## config.mk

```make
export PLATFORM = sky130hd
export DESIGN_NAME = gcd_unit_ctrl
export DESIGN_NICKNAME = d
export VERILOG_FILES = /design/src/rtl/gcd_unit_ctrl.sv
export SDC_FILE = /design/constraint.sdc
export NUM_CORES = 1
export LEC_CHECK = 0
export BUFFER_PORTS_ARGS = -buffer_cell sky130_fd_sc_hd__buf_2
export CAP_MARGIN = 20
export CORE_AREA = 2 2 39 41
export CTS_CLUSTER_DIAMETER = 100
export DETAILED_ROUTE_END_ITERATION = 7
export DIE_AREA = 0 0 41 43
export MAX_ROUTING_LAYER = met4
export PLACE_DENSITY_LB_ADDON = 0.15
export SETUP_SLACK_MARGIN = 0.5
export SYNTH_ARGS = -nofsm -noshare
export SYNTH_HDL_FRONTEND = slang
export SYNTH_SLANG_ARGS = --single-unit
```

## constraint.sdc

```tcl
create_clock -name clk -period 1.4 [get_ports clk]
set_clock_uncertainty 0.1 [all_clocks]
set_input_delay 0.07 -clock clk [delete_from_list [all_inputs] [get_ports clk]]
set_output_delay 0.07 -clock clk [all_outputs]
set_load 0.1 [all_outputs]
```

## src/rtl/gcd_unit_ctrl.sv

```systemverilog
// gcd_unit_ctrl: control FSM for an iterative subtract-and-swap GCD datapath.
// The FSM accepts an operand pair in IDLE, steers the datapath muxes and
// register enables through swap/subtract steps in CALC, then presents the
// result in DONE until the consumer takes it.
// Optional feature: define GCD_UNIT_CTRL_ITER_EN to add the saturating
// iteration counter and its iter_count output port.
module gcd_unit_ctrl #(
  parameter int CW = 8
) (
  input  logic          clk,
  input  logic          reset,
  input  logic          in_val,
  output logic          in_rdy,
  output logic          out_val,
  input  logic          out_rdy,
  output logic [1:0]    sel_A,
  output logic          sel_B,
  output logic          en_A,
  output logic          en_B,
  input  logic          is_A_lt_B,
  input  logic          is_B_neq_0
`ifdef GCD_UNIT_CTRL_ITER_EN
  ,
  output logic [CW-1:0] iter_count
`endif
);

  typedef enum logic [1:0] {
    IDLE = 2'd0,
    CALC = 2'd1,
    DONE = 2'd2
  } state_t;

  // datapath mux encodings
  localparam logic [1:0] SEL_A_IN  = 2'd0;
  localparam logic [1:0] SEL_A_B   = 2'd1;
  localparam logic [1:0] SEL_A_SUB = 2'd2;
  localparam logic       SEL_B_IN  = 1'b0;
  localparam logic       SEL_B_A   = 1'b1;

  state_t state_q;
  state_t state_d;

  // State register; reset abandons any operation in flight.
  always_ff @(posedge clk or posedge reset) begin
    if (reset) begin
      state_q <= IDLE;
    end else begin
      state_q <= state_d;
    end
  end

  // Next-state and Moore/Mealy outputs; reset forces every output low.
  always_comb begin
    state_d = state_q;
    in_rdy  = 1'b0;
    out_val = 1'b0;
    sel_A   = SEL_A_IN;
    sel_B   = SEL_B_IN;
    en_A    = 1'b0;
    en_B    = 1'b0;

    unique case (state_q)
      IDLE: begin
        in_rdy = 1'b1;
        if (in_val) begin
          sel_A   = SEL_A_IN;
          sel_B   = SEL_B_IN;
          en_A    = 1'b1;
          en_B    = 1'b1;
          state_d = CALC;
        end
      end
      CALC: begin
        if (is_A_lt_B) begin
          sel_A = SEL_A_B;
          sel_B = SEL_B_A;
          en_A  = 1'b1;
          en_B  = 1'b1;
        end else if (is_B_neq_0) begin
          sel_A = SEL_A_SUB;
          en_A  = 1'b1;
        end else begin
          state_d = DONE;
        end
      end
      DONE: begin
        out_val = 1'b1;
        if (out_rdy) begin
          state_d = IDLE;
        end
      end
      default: begin
        state_d = IDLE;
      end
    endcase

    if (reset) begin
      state_d = IDLE;
      in_rdy  = 1'b0;
      out_val = 1'b0;
      sel_A   = SEL_A_IN;
      sel_B   = SEL_B_IN;
      en_A    = 1'b0;
      en_B    = 1'b0;
    end
  end

`ifdef GCD_UNIT_CTRL_ITER_EN
  logic [CW-1:0] iter_q;
  logic          iter_clear;
  logic          iter_step;

  assign iter_clear = in_rdy && in_val;
  assign iter_step  = (state_q == CALC) && (is_A_lt_B || is_B_neq_0);

  // Iteration counter: cleared on accept, counts swap/subtract steps, saturates.
  always_ff @(posedge clk or posedge reset) begin
    if (reset) begin
      iter_q <= '0;
    end else if (iter_clear) begin
      iter_q <= '0;
    end else if (iter_step && (iter_q != '1)) begin
      iter_q <= iter_q + 1'b1;
    end
  end

  assign iter_count = iter_q;
`endif

endmodule
```

==> out/metrics.cfg <==
[clock_network]
insertion_delay_ns=0.22
htreeDepth=1
cts_tree=built
root_buffer=clkbuf_4
cts_inserted_buffers=3
path_clk_slew_ns=0.03
clockBufferDepth=2
cts.sinks=2

[timing]
hold_ws_ns=0.0104
worst_pin_slew_ns=0.347
final.period_utilization=1.05
maxSlewHeadroom=0.768
max_freq_mhz=678
slew_violations=0
setup-violations-final=6
fin_ws_ns=-0.0751
hold_violations=0
rsz0062_at_grt=yes
period_minus_slack_ns=1.48

[synth]
yosysWarnings=0
synth_area_per_cell_sq_um=8.25
synth_nets=28
yosysUniqueCellTypes=18
syn_area_sq_um=181
syn_inst=22
ys_ff_latch=2
synth.yosys.seq_area_share=0.276

[drt]
wl_per_cell_um=10.0
vias=227
drc=0
ant_nets=0
drt-initial-drc-count=2
totalWireLength_um=542
vias_per_cell=4.20
drtPass1Iterations=2

[power]
irDropWorstVdd_uv=504
power.density_nw_per_um2=790
p_leak_nw=0.193

[global_routing]
use_met1=0.125
track_usage=0.0988
gr-max-usage-layer=met1
grt_pass1_vias=236
grt_start_max_net_pins=10
gr-total-overflow=0
met2_usage=0.103
grt_pass1_wl_um=1050
antenna_found_initial=0
met3_usage=0.0314

[layout]
top_register=state_q
fin_area_sq_um=495
n_antenna_cell=0
final_nets=46
largest_reg_flops=2
drive_gt1_frac=0.763
area_growth_pct=173
largestRegisters=state_q (2)

[outcome]
failed_checks=negative setup slack
run_status=complete, but fails checks

[critical_path]
critical_path_arrival_ns=1.31
crit_fanout=6
crit_required_ns=1.23
critPathKind=reg2out
endpoint_kind=output pin
cp-start-kind=flip-flop

[job]
drv_cap=0

[floorplanning]
dieArea_sq_um=1760
die_h_um=43
rows=14
ios=13
initial_core_util=0.131
die_x_um=41
core_region_area_sq_um=1380

[place]
place_area_sq_um=443
port_buffers=12
gp_routability_congestion=0.740
dp_hpwl_um=433

[hold_path]
hold_path_class=in2reg

## kinds of logic after synthesis
kind of cell / synth area share
AOI/OAI and AO/OA: 0.0690
buffers and inverters: 0.172
and+or+nand+nor: 0.483
DFF: 0.276
## per-stage QoR
step / worst slack (ns) / power, W / std cells / setup TNS (ns) / utilization
after detailed placement: 0.110 / 0.000257 / 49 / 0 / 0.320
final: -0.0751 / 0.000391 / 54 / -0.161 / 0.358
after CTS: -0.0894 / 0.000398 / 54 / -0.291 / 0.355
after global routing: -0.127 / 0.000415 / 54 / -0.456 / 0.358
after floorplan: -0.456 / 0.000202 / 22 / -1.69 / -
after global placement: 0.144 / 0.000257 / 49 / 0 / 0.320
## Yosys cell counts
cell type | n | area (sq um)
buf_2 | 1 | 5.00
nor3b_1 | 1 | 7.51
buf_6 | 1 | 11.3
nor3_1 | 3 | 15.0
inv_1 | 1 | 3.75
nor4_1 | 2 | 12.5
nand3b_1 | 1 | 7.51
nor2_1 | 1 | 3.75
dfrtp_1 | 2 | 50.1
nand2b_1 | 1 | 6.26
buf_4 | 1 | 7.51
clkbuf_1 | 1 | 3.75
a21oi_1 | 1 | 5.00
nand2_1 | 1 | 3.75
a211oi_1 | 1 | 7.51
nor3b_2 | 1 | 12.5
or3b_1 | 1 | 8.76
or4b_1 | 1 | 10.0
## path summary, 6_finish.rpt
path                             from          to  slack, ns  depth (start not counted)
setup / recovery           state_q[0]        en_A      -0.08                          3
max in group asynchronous       reset  state_q[0]       0.75                          3
setup reg to reg           state_q[0]  state_q[1]       0.12                          3
hold reg to reg            state_q[1]  state_q[1]       0.49                          2
min in group asynchronous       reset  state_q[1]       0.33                          3
hold / removal                out_rdy  state_q[1]       0.01                          3
## repair_timing
action,in CTS,in global routing
setup endpoints to repair,9,9
pin swaps,4,4
cloned,0,0
endpoints found under the hold margin,2,0
hold buffers,1,0
gates resized for setup,2,1
buffers inserted,1,0
## worst max-delay path, stage by stage (launching register included)
cell     delay (ns)
dfrtp_2        0.44
nor3b_4        0.18
nor4_4         0.26
buf_12         0.21
## placed cells by master (no fill, tap or decap)
cell type and n:
a211oi_4 1, a21oi_1 1, buf_12 7, buf_2 5, buf_4 3, buf_6 1
clkbuf_4 3, dfrtp_1 1, dfrtp_2 1, dlygate4sd3_1 1, inv_1 1, nand2_2 1
nand2b_4 1, nand3b_1 1, nor2_1 1, nor3_4 3, nor3b_4 2, nor4_1 1
nor4_4 1, or3b_1 1, or4b_1 1
## report_power, final
group	total [W]	switching (W)	internal (W)
clock network	0.000125	0.0000306	0.0000943
logic	0.000199	0.000122	0.0000771
registers	0.0000673	0.00000534	0.0000620
## per-layer routing
layer  vias to the layer above  part of all wire
met5                         -                 0
met4                         0             0.066
met3                         4             0.057
met2                        12              0.43
met1                       102              0.44
li1                        109                 -
## layout make-up
| type | count | area, sq um |
|---|---|---|
| Multi-Input combinational cell | 15 | 189 |
| Sequential cell | 2 | 51.3 |
| Fill cell | 145 | 888 |
| Inverter | 1 | 3.75 |
| Timing Repair Buffer | 17 | 209 |
| Clock buffer | 3 | 22.5 |
| Tap cell | 16 | 20.0 |
No activity file was read; power rests on OpenSTA's default activity.
